## src/rtl/key_scan_entry_module.sv

```systemverilog
// 4x4 matrix keypad scanner: synchronizes the rows, walks a one-hot-low column on a 1 ms tick,
// debounces press and release, and shifts each accepted key code into a 4-nibble entry register.
module key_scan_entry_module #(
  parameter logic [16:0] T1MS        = 17'd49999,
  parameter logic [3:0]  DEBOUNCE_MS = 4'd10
) (
  input  logic        CLK,
  input  logic        RSTn,
  input  logic [3:0]  Row_Pin,
  output logic [3:0]  Col_Pin,
  output logic [3:0]  Key_Code,
  output logic        Key_Valid,
  output logic [15:0] Number_Sig
);

  typedef enum logic [2:0] {
    S_SCAN     = 3'd0,
    S_PRESS_DB = 3'd1,
    S_ACCEPT   = 3'd2,
    S_WAIT_REL = 3'd3,
    S_REL_DB   = 3'd4
  } state_t;

  logic [3:0]  r_sync1;
  logic [3:0]  r_sync2;
  logic [16:0] r_tick_cnt;
  state_t      r_state;
  logic [3:0]  r_db_cnt;
  logic [1:0]  r_col_idx;
  logic [1:0]  r_row_idx;
  logic [3:0]  r_col_pin;
  logic [3:0]  r_key_code;
  logic        r_key_valid;
  logic [15:0] r_number;

  logic        w_tick;
  logic        w_rows_idle;
  state_t      w_state_nxt;
  logic [3:0]  w_db_nxt;
  logic [3:0]  w_db_inc;
  logic [1:0]  w_col_nxt;
  logic [1:0]  w_row_nxt;
  logic        w_key_valid_nxt;
  logic [3:0]  w_key_code_nxt;
  logic [15:0] w_number_nxt;
  logic [3:0]  w_col_pin_nxt;

  // Lowest-numbered low row wins when several rows are pulled low together.
  function automatic logic [1:0] f_low_row(input logic [3:0] rows);
    logic [1:0] idx;
    if (!rows[0]) begin
      idx = 2'd0;
    end else if (!rows[1]) begin
      idx = 2'd1;
    end else if (!rows[2]) begin
      idx = 2'd2;
    end else begin
      idx = 2'd3;
    end
    return idx;
  endfunction

  function automatic logic [3:0] f_col_drive(input logic [1:0] idx);
    logic [3:0] drive;
    case (idx)
      2'd0:    drive = 4'b1110;
      2'd1:    drive = 4'b1101;
      2'd2:    drive = 4'b1011;
      2'd3:    drive = 4'b0111;
      default: drive = 4'b1110;
    endcase
    return drive;
  endfunction

  assign w_tick      = (r_tick_cnt == T1MS);
  assign w_rows_idle = (r_sync2 == 4'b1111);
  assign w_db_inc    = r_db_cnt + 4'd1;

  // Two-flop synchronizer for the asynchronous keypad rows.
  always_ff @(posedge CLK or negedge RSTn) begin
    if (!RSTn) begin
      r_sync1 <= 4'b1111;
      r_sync2 <= 4'b1111;
    end else begin
      r_sync1 <= Row_Pin;
      r_sync2 <= r_sync1;
    end
  end

  // Free-running 1 ms tick counter.
  always_ff @(posedge CLK or negedge RSTn) begin
    if (!RSTn) begin
      r_tick_cnt <= 17'd0;
    end else if (w_tick) begin
      r_tick_cnt <= 17'd0;
    end else begin
      r_tick_cnt <= r_tick_cnt + 17'd1;
    end
  end

  // FSM state register together with the scan/debounce context it carries.
  always_ff @(posedge CLK or negedge RSTn) begin
    if (!RSTn) begin
      r_state   <= S_SCAN;
      r_db_cnt  <= 4'd0;
      r_col_idx <= 2'd0;
      r_row_idx <= 2'd0;
    end else begin
      r_state   <= w_state_nxt;
      r_db_cnt  <= w_db_nxt;
      r_col_idx <= w_col_nxt;
      r_row_idx <= w_row_nxt;
    end
  end

  // Next-state logic; everything but ACCEPT advances only on a tick.
  always_comb begin
    w_state_nxt = r_state;
    w_db_nxt    = r_db_cnt;
    w_col_nxt   = r_col_idx;
    w_row_nxt   = r_row_idx;
    case (r_state)
      S_SCAN: begin
        if (w_tick && !w_rows_idle) begin
          w_row_nxt   = f_low_row(r_sync2);
          w_db_nxt    = 4'd0;
          w_state_nxt = S_PRESS_DB;
        end else if (w_tick) begin
          w_col_nxt = r_col_idx + 2'd1;
        end else begin
          w_col_nxt = r_col_idx;
        end
      end
      S_PRESS_DB: begin
        if (w_tick && !r_sync2[r_row_idx]) begin
          w_db_nxt = w_db_inc;
          if (w_db_inc == DEBOUNCE_MS) begin
            w_state_nxt = S_ACCEPT;
          end else begin
            w_state_nxt = S_PRESS_DB;
          end
        end else if (w_tick) begin
          w_state_nxt = S_SCAN;
        end else begin
          w_state_nxt = S_PRESS_DB;
        end
      end
      S_ACCEPT: begin
        w_state_nxt = S_WAIT_REL;
      end
      S_WAIT_REL: begin
        if (w_tick && w_rows_idle) begin
          w_db_nxt    = 4'd0;
          w_state_nxt = S_REL_DB;
        end else begin
          w_state_nxt = S_WAIT_REL;
        end
      end
      S_REL_DB: begin
        if (w_tick && w_rows_idle) begin
          w_db_nxt = w_db_inc;
          if (w_db_inc == DEBOUNCE_MS) begin
            w_col_nxt   = 2'd0;
            w_state_nxt = S_SCAN;
          end else begin
            w_state_nxt = S_REL_DB;
          end
        end else if (w_tick) begin
          w_state_nxt = S_WAIT_REL;
        end else begin
          w_state_nxt = S_REL_DB;
        end
      end
      default: begin
        w_state_nxt = S_SCAN;
        w_db_nxt    = 4'd0;
        w_col_nxt   = 2'd0;
      end
    endcase
  end

  // Output decode; the strobe, code and entry register all land on the edge entering ACCEPT.
  always_comb begin
    w_key_valid_nxt = (w_state_nxt == S_ACCEPT);
    w_key_code_nxt  = r_key_code;
    w_number_nxt    = r_number;
    w_col_pin_nxt   = f_col_drive(w_col_nxt);
    if (w_key_valid_nxt) begin
      w_key_code_nxt = {r_row_idx, r_col_idx};
      w_number_nxt   = {r_number[11:0], r_row_idx, r_col_idx};
    end else begin
      w_key_code_nxt = r_key_code;
      w_number_nxt   = r_number;
    end
  end

  // Output registers.
  always_ff @(posedge CLK or negedge RSTn) begin
    if (!RSTn) begin
      r_col_pin   <= 4'b1110;
      r_key_code  <= 4'd0;
      r_key_valid <= 1'b0;
      r_number    <= 16'h0000;
    end else begin
      r_col_pin   <= w_col_pin_nxt;
      r_key_code  <= w_key_code_nxt;
      r_key_valid <= w_key_valid_nxt;
      r_number    <= w_number_nxt;
    end
  end

  assign Col_Pin    = r_col_pin;
  assign Key_Code   = r_key_code;
  assign Key_Valid  = r_key_valid;
  assign Number_Sig = r_number;

endmodule

```

## config.mk

```make
export PLATFORM = sky130hd
export DESIGN_NAME = key_scan_entry_module
export DESIGN_NICKNAME = d
export VERILOG_FILES = /design/src/rtl/key_scan_entry_module.sv
export SDC_FILE = /design/constraint.sdc
export NUM_CORES = 1
export LEC_CHECK = 0
export CAP_MARGIN = 20
export CORE_MARGIN = 10
export CORE_UTILIZATION = 50
export DETAILED_ROUTE_END_ITERATION = 8
export DONT_BUFFER_PORTS = 1
export GPL_ROUTABILITY_DRIVEN = 0
export GPL_TIMING_DRIVEN = 1
export PLACE_DENSITY_LB_ADDON = 0.3
export REMOVE_ABC_BUFFERS = 1
export SKIP_CTS_REPAIR_TIMING = 1
export SYNTH_ARGS = -nofsm -noshare
export SYNTH_HDL_FRONTEND = slang
export SYNTH_SLANG_ARGS = --single-unit
export TNS_END_PERCENT = 50
```

## constraint.sdc

```tcl
create_clock -name CLK -period 2 [get_ports CLK]
set_clock_uncertainty 0.05 [all_clocks]
set_input_delay 0.6 -clock CLK [delete_from_list [all_inputs] [get_ports CLK]]
set_output_delay 0.6 -clock CLK [all_outputs]
set_load 0.01 [all_outputs]
```

==> flow_metrics.tcl, run 1 <==
set metrics [dict create \
    syn_inst 268 \
    htree_num_levels 3 \
    coreArea_um2 5140 \
    die_h_um 92.9 \
    synth-warning-count 0 \
    min_period_ns 2.24 \
    p_total_w 0.00233 \
    dieArea_um2 8620 \
    grt_pass1_wl_um 9620 \
    final_nets 315 \
    max-vdd-ir-drop_uv 489 \
    viasPerCell 5.46 \
    synthDistinctLibCells 51 \
    worstHoldPathType "in -> async" \
    synth_edf_count 0 \
    vias 2081 \
    cts_buffers 9 \
    crit_required_ns 2.17 \
    routed_wl_um 5860 \
    drv_slew 0 \
    dp_slack_ns -0.243 \
    drt-pass1-iter-count 5 \
    netlist.area_leader.share_pct 43.4 \
    grt_usage_pct 14.0 \
    timing.final.ws_setup_ns -0.243 \
    worst_pin_slew_ns 0.385 \
    clock_sinks 57 \
    fp.dieW_um 92.9 \
    worst_ep_arrival_time_ns 2.42 \
    dp_hpwl_um 4000 \
    layout_common_cells "nand2_1, dfrtp_1, buf_4" \
    final_cell_area_um2 3290 \
    violations "negative setup slack" \
    yosysSeqAreaShare_pct 54.2 \
    start_util_pct 51.7 \
    setup_viol 24 \
    wire_per_inst_um 15.4 \
    cp-end-kind "flop" \
    synthFlopType "dfrtp_1" \
    start_kind "flop" \
    grt_max_degree 58 \
    rows 26 \
    grt_overflow 0 \
    area_delta_synth_final_pct 24.0 \
    post_route_cells_drive_above_1_share_pct 29.3 \
    cts_tree "yes" \
    synth.largest_area_cell "dfrtp_1" \
    synth_area_um2 2660 \
    port_buffers 0 \
    cts_buffer_depth 2 \
    status "finished, violations left" \
    place_area_um2 2940 \
    hold_viol_final 0 \
    fin_crit_sh_pct 112 \
    final_antenna_net_count 0 \
    crit_type "reg -> reg" \
    synth_area_leaders "dfrtp_1, dfstp_2, nand2_1, nor2_1, xnor2_1" \
    drcViolationCount 0 \
    antenna_found_initial 0 \
    grt_pass1_vias 2017 \
    fmax_mhz 446 \
    p_leak_nw 1.55 \
    final_common_cell "nand2_1" \
    clock_latency_ns 0.34 \
    cts.reportedPaths.clkPinSlew_ns 0.06 \
    rsz0062_at_grt "yes" \
    powerDensity_nw_per_um2 708 \
    drtIter0Drc 185 \
    postSynthAreaPerCell_um2 9.91 \
    cts_root_buffer "clkbuf_8" \
    io_pins 31 \
    synthArstFlopShare_pct 100 \
    slew_headroom_pct 74.2 \
    max-cap-violations 0 \
    n_antenna_cell 0 \
    crit_fanout 17 \
    ys_seq_elements 57 \
]
kinds of logic after synthesis:
| family | after synthesis | synth area share, % |
|---|---|---|
| and+or+nand+nor | 140 | 26.0 |
| DFF | 57 | 54.2 |
| AOI/OAI and AO/OA | 31 | 7.59 |
| buffers and inverters | 19 | 4.15 |
| xor gates and xnor gates | 15 | 4.95 |
| muxes | 3 | 1.65 |
| adders and majority gates | 3 | 1.41 |
layer usage:
layer	track usage, %	wire [um]
met1	17.0	2650
met2	21.1	2650
met3	5.25	419
met4	7.71	134
met5	0	0
worst paths after layout:
path | from | to | slack, ns | cells past startpoint
worst max-delay path | r_row_idx[1] | Key_Code[2] | -0.24 | 6
worst min-delay path | RSTn | Col_Pin[1] | 0.05 | 0
worst max register to register | r_row_idx[1] | Key_Code[2] | -0.24 | 6
worst min register to register | r_sync1[1] | r_sync2[1] | 0.30 | 0
max in group asynchronous | RSTn | r_tick_cnt[8] | 1.62 | 1
min in group CLK | Row_Pin[2] | r_sync1[2] | 0.21 | 0
flip-flops by register name, indices dropped and copies added (netlist names):
register,flops
r_col_idx,2
r_state,3
r_sync1,4
r_db_cnt,4
r_tick_cnt,17
Col_Pin,4
Key_Code,3
r_row_idx,2
Number_Sig,13
Key_Valid,1
r_sync2,4
through the flow:
step / cells / TNS (ns) / utilization [%] / hold WS, ns
after global placement: 362 / -4.39 / 57.1 / 0.256
final: 381 / -4.37 / 64.0 / 0.0496
after global routing: 381 / -6.64 / 64.0 / 0.0285
after detailed placement: 362 / -5.17 / 57.1 / 0.256
after floorplan: 254 / -3.82 / - / 0.254
after CTS: 378 / -5.55 / 61.2 / -0.113
synth_stat cells, types with 3 or more instances:
library cell and count:
nand2_1 67, dfrtp_1 46, nor2_1 21, dfstp_2 11, nand3_1 9, o21ai_0 9, xnor2_1 8, xor2_1 7
a21oi_1 6, clkbuf_1 6, buf_4 5, inv_1 5, and2_1 4, and3_1 4, nor3_1 4, a22oi_1 3
ha_1 3, nand2b_1 3, nand3b_1 3, nor2b_1 3, or3_1 3
critical path, stage by stage, from the launching register on:
cell     delay [ns]
dfrtp_1        0.41
mux4_2         0.54
or4b_4         0.50
or3_4          0.35
buf_12         0.16
nand2_1        0.06
nand2_1        0.06
cell type report:
type	count	area, um^2
fill	422	1850
clock buffer	14	173
inverter	5	18.8
multi-input combinational	192	1200
tap	70	87.6
timing repair buffer	41	340
clock inverter	2	35.0
sequential	57	1440
where the power goes:
part | internal, W | switching [W]
sequential | 0.00117 | 0.00000313
combinational | 0.0000136 | 0.0000247
clock | 0.000676 | 0.000444
Power figures use the tool's default switching activity.
==> inputs of run 2 (changes only) <==
- ABC_AREA: unset -> 1
- CORE_UTILIZATION: 50 -> 57
- RECOVER_POWER: unset -> 50
==> run 2 against run 1 <==
Compared with the run above: the flow now finishes without violations; sequential power about the same; wire length decreased by 3.3%; first-iteration DRC count increased by 0.54%; utilization increased by 0.43 points; critical path depth increased by 3; clock-buffer cell count decreased by 3; worst setup slack improved by 0.42 ns; die area decreased by 5.0%; worst hold slack improved by 0.0068 ns; final cell count increased by 11%; combinational power decreased by 38%.
==> flow_metrics.tcl, run 2 <==
set metrics [dict create \
    wire_per_inst_um 13.4 \
    drt-pass1-iter-count 7 \
    cts_buffers 9 \
    crit_fanout 7 \
    synth_edf_count 0 \
    final_common_cell "nand2_1" \
    grt_usage_pct 14.0 \
    fin_util_pct 64.5 \
    status "complete, no violations" \
    worstHoldPathType "in -> async" \
    final_nets 360 \
    synthFlopType "dfrtp_1" \
    grt_pass1_wl_um 9490 \
    worst_pin_slew_ns 1.13 \
    synth_area_um2 2830 \
    io_pins 31 \
    grt_pass1_vias 2038 \
    final_antenna_net_count 0 \
    antenna_found_initial 0 \
    synth.largest_area_cell "dfrtp_1" \
    die_h_um 90.5 \
    setup_viol 0 \
    routed_wl_um 5660 \
    layout_common_cells "nand2_1, dfrtp_1, inv_1" \
    coreArea_um2 4750 \
    cp-end-kind "flop" \
    postSynthAreaPerCell_um2 8.23 \
    start_util_pct 59.6 \
    min_period_ns 1.83 \
    clock_latency_ns 0.33 \
    syn_inst 344 \
    max-cap-violations 0 \
    dieArea_um2 8190 \
    cts_root_buffer "clkbuf_8" \
    viasPerCell 5.25 \
    area_delta_synth_final_pct 8.22 \
    powerDensity_nw_per_um2 693 \
    ff_latch_area_um2 1440 \
    rows 25 \
    hold_ws_ns 0.0564 \
    p_total_w 0.00212 \
    fin_setup_tns_ns 0 \
    synthDistinctLibCells 32 \
    n_antenna_cell 0 \
    vias 2220 \
    crit_required_ns 2.17 \
    multi_input_area_um2 1150 \
    drtIter0Drc 186 \
    clock_sinks 57 \
    fillers 408 \
    cts_tree "yes" \
    start_kind "flop" \
    dp_hpwl_um 3990 \
    hold_viol_final 0 \
    reg2regPathDepth 9 \
    synthArstFlopShare_pct 100 \
    netlist.area_leader.share_pct 40.6 \
    synth_commonest_cells "nand2_1, dfrtp_1, inv_1, nor2_1, nand3_1" \
    synth-warning-count 0 \
    drcViolationCount 0 \
    cts.reportedPaths.clkPinSlew_ns 0.06 \
    max-vdd-ir-drop_uv 528 \
    slew_headroom_pct 24.4 \
    grt_overflow 0 \
    largest_reg_flops 17 \
    crit_type "reg -> reg" \
    fp.dieW_um 90.5 \
    synth_area_leaders "dfrtp_1, nand2_1, dfstp_2, inv_1, nand3_1" \
    post_route_cells_drive_above_1_share_pct 17.1 \
    worst_ep_arrival_time_ns 2.00 \
    p_leak_nw 1.54 \
    synth_most_common_cell "nand2_1" \
    regMostFlops "r_tick_cnt" \
    grt_max_degree 58 \
    fmax_mhz 547 \
    ys_seq_elements 57 \
    drv_slew 0 \
    port_buffers 0 \
    yosysSeqAreaShare_pct 50.8 \
    fin_crit_sh_pct 91.4 \
    cts_buffer_depth 2 \
    htree_num_levels 3 \
]
run 2: cell count changes in the layout (fill, tap and decap cells not counted), moves of 5 or more:
cell / before / now
nor2_2: 0 / 5
inv_1: 5 / 37
nand3_1: 9 / 23
xnor2_1: 8 / 2
nor2_1: 20 / 29
inv_2: 0 / 8
nand4_1: 2 / 11
o21ai_0: 6 / 11
nand2_1: 66 / 107
buf_4: 39 / 3
run 2: worst paths after layout:
kind	end	slack (ns)	from
setup / recovery	r_tick_cnt[16]	0.17	r_tick_cnt[0]
hold / removal	Col_Pin[1]	0.06	RSTn
setup reg to reg	r_tick_cnt[16]	0.17	r_tick_cnt[0]
hold reg to reg	r_sync2[2]	0.31	r_sync1[2]
max in group asynchronous	r_col_idx[0]	0.78	RSTn
min in group CLK	r_sync1[3]	0.21	Row_Pin[3]
run 2: final cells by class:
type | instances | share of cell area (%)
sequential | 57 | 47.0
multi-input combinational | 230 | 37.7
inverter | 49 | 6.08
clock buffer | 11 | 4.61
tap | 67 | 2.73
clock inverter | 5 | 1.02
timing repair buffer | 4 | 0.898
run 2: metal layers:
metal / up-vias / wire length (um) / GRT usage (%)
li1: 1091 / - / -
met2: 72 / 2560 / 21.6
met5: - / 0 / 0
met3: 11 / 323 / 3.99
met1: 1046 / 2630 / 16.6
met4: 0 / 156 / 9.15
run 2: where the power goes:
part,switching (W),internal [W]
combinational,0.0000214,0.00000228
clock,0.000452,0.000478
sequential,0.00000343,0.00117
total,0.000476,0.00165
run 2: metrics by stage:
stage,std cells,worst slack (ns),area [um^2]
CTS,422,0.133,3060
detailed placement,406,0.141,2880
finish,423,0.172,3070
global route,423,-0.00186,3070
global placement,406,0.224,2880
floorplan,336,0.226,2780
run 2: critical path, stage by stage (launching register included):
cell	delay, ns
dfrtp_1	0.37
ha_1	0.21
nand3_2	0.12
clkinv_2	0.13
nand4_1	0.14
nor2_1	0.17
nand2_1	0.13
nor2_4	0.14
nand3_1	0.10
xor2_1	0.15
run 2: cell families after synthesis:
family	count (synthesis)	share of synthesized area, %
AOI/OAI and AO/OA	25	5.17
xor gates and xnor gates	10	3.09
and+or+nand+nor	192	31.0
adders and majority gates	3	1.33
buffers and inverters	57	8.57
DFF	57	50.8
==> inputs of run 3 (changes only) <==
- CORE_UTILIZATION: 57 -> 60
- GPL_ROUTABILITY_DRIVEN: 0 -> unset
- clock period: 2 -> 2.1 ns (I/O delays scaled with it)
==> run 3 against run 2 <==
Compared with the run above: register-to-register slack improved by 0.02 ns; worst setup slack improved by 0.016 ns; largest power group is now the clock network; sequential power is 4% lower; non-clock buffer count unchanged; fmax shrank 4.4%; sequential share of layout area shrank 0.90 points; critical endpoint is now Key_Code[2]; total power rose by 13%; cell area grew 2.0%; sequential cell count is the same; largest cell class unchanged; critical path type unchanged.
==> flow_metrics.tcl, run 3 (synthesis gave the netlist of run 2 again) <==
set metrics [dict create \
    hold_viol_final 0 \
    start_kind "flop" \
    cp_cell_sequence "inv_2, nand3_1, nor2_4, nand3_4, nor2_2, nand3_4, buf_4, nand2_1, o21ai_2" \
    layout_common_cells "nand2_1, dfrtp_1, inv_1" \
    drv_slew 0 \
    p_total_w 0.00239 \
    max-cap-violations 0 \
    p_clk_share_pct 52.4 \
    p_seq_share_pct 46.6 \
    crit_fanout 11 \
    htree_num_levels 3 \
    rrSetupSlack_ns 0.19 \
    r2r-start "r_tick_cnt[4]" \
    grt_pass1_wl_um 9830 \
    routed_wl_um 5840 \
    net-switching-power_w 0.000460 \
    drtIter0Drc 162 \
    p_comb_share_pct 1.0 \
    crit_type "reg -> reg" \
    slew_headroom_pct 26.0 \
    coreArea_um2 4470 \
    drt-pass1-iter-count 5 \
    crit_required_ns 2.28 \
    cts_tree "yes" \
    fp.dieW_um 88.7 \
    cts_buffer_depth 2 \
    clock_sinks 57 \
    final_nets 360 \
    grt_pass1_vias 2135 \
    setup_viol 0 \
    rows 24 \
    cp-end-kind "flop" \
    clock_latency_ns 0.34 \
    min_period_ns 1.91 \
    dp_slack_ns 0.161 \
    final_cell_area_um2 3130 \
    area_delta_synth_final_pct 10.3 \
    n_antenna_cell 0 \
    grt_usage_pct 16.2 \
    crit_buf_inv 2 \
    intPower_w 0.00193 \
    vias 2172 \
    gp_congestion 0.934 \
    final_common_cell "nand2_1" \
    rsz0062_at_grt "no" \
    fillers 341 \
    swShare_pct 19.2 \
    die_h_um 88.7 \
    io_pins 31 \
    post_route_cells_drive_above_1_share_pct 17.1 \
    startpoint "r_tick_cnt[4]" \
    start_util_pct 63.3 \
    cts_buffers 9 \
    grt_max_degree 58 \
    worst_ep_arrival_time_ns 2.09 \
    cts_root_buffer "clkbuf_8" \
    fmax_mhz 523 \
    fin_util_pct 69.9 \
    p_leak_nw 1.57 \
    antenna_found_initial 0 \
    worstHoldPathType "in -> async" \
    drcViolationCount 0 \
    worst_path_max_delay_cell "dfrtp_1" \
    wire_per_inst_um 14.3 \
    worst_pin_slew_ns 1.11 \
    status "complete, no violations" \
    grt_overflow 0 \
    final_antenna_net_count 0 \
    powerDensity_nw_per_um2 766 \
    fin_setup_tns_ns 0 \
    fin_crit_sh_pct 91.0 \
    port_buffers 0 \
    timing.final.ws_setup_ns 0.188 \
    cts.reportedPaths.clkPinSlew_ns 0.07 \
    place_area_um2 2860 \
    largest_reg_flops 17 \
    viasPerCell 5.32 \
    cpPeakStageDelay_ns 0.47 \
    max-vdd-ir-drop_uv 730 \
    cpMostUsedCell "nand3_4" \
    dieArea_um2 7870 \
    crit_family "simple AND/OR/NAND/NOR gates" \
    dp_hpwl_um 4060 \
    regMostFlops "r_tick_cnt" \
]
==> run 3: changes by cell type in the layout (fill, tap and decap cells not counted), sizes merged <==
| cell | previous run | this run |
|---|---|---|
| clkinv | 8 | 5 |
| bufinv | 0 | 3 |
==> run 3: layout make-up <==
| class | count | area, um^2 | area share, % |
|---|---|---|---|
| clock buffer | 11 | 141 | 4.52 |
| clock inverter | 5 | 103 | 3.28 |
| inverter | 49 | 186 | 5.96 |
| multi-input combinational | 230 | 1160 | 37.2 |
| sequential | 57 | 1440 | 46.1 |
| tap | 52 | 65.1 | 2.08 |
| timing repair buffer | 4 | 27.5 | 0.881 |
==> run 3: path summary, 6_finish.rpt <==
check / end / cells past startpoint
max in group asynchronous: r_tick_cnt[15] / 1
setup / recovery: Key_Code[2] / 9
min in group CLK: r_sync1[0] / 0
hold / removal: Col_Pin[1] / 0
setup reg to reg: Key_Code[2] / 9
hold reg to reg: r_sync2[2] / 0
==> run 3: metrics by stage <==
stage | hold WS (ns) | std cells
final | 0.0800 | 408
after global routing | 0.0614 | 408
after CTS | -0.0780 | 407
after detailed placement | 0.287 | 391
after global placement | 0.287 | 391
after floorplan | 0.284 | 336
==> run 3: metal layers <==
| metal | GRT usage (%) | wire [um] | vias up | share of wire [%] |
|---|---|---|---|---|
| li1 | - | - | 1089 | - |
| met1 | 19.2 | 2540 | 1011 | 44 |
| met2 | 25.5 | 2870 | 58 | 49 |
| met3 | 6.16 | 307 | 14 | 5.3 |
| met4 | 7.64 | 120 | 0 | 2.1 |
| met5 | 0 | 0 | - | 0 |
==> run 3: power groups by stage <==
stage                     Sequential (W)  Combinational [W]  Clock, W
after floorplan                  0.00113         0.00000450         0
after global placement           0.00114         0.00000640         0
after detailed placement         0.00114         0.00000666         0
after CTS                        0.00112         0.00000668   0.00127
after global routing             0.00112          0.0000275   0.00133
final                            0.00112          0.0000233   0.00125
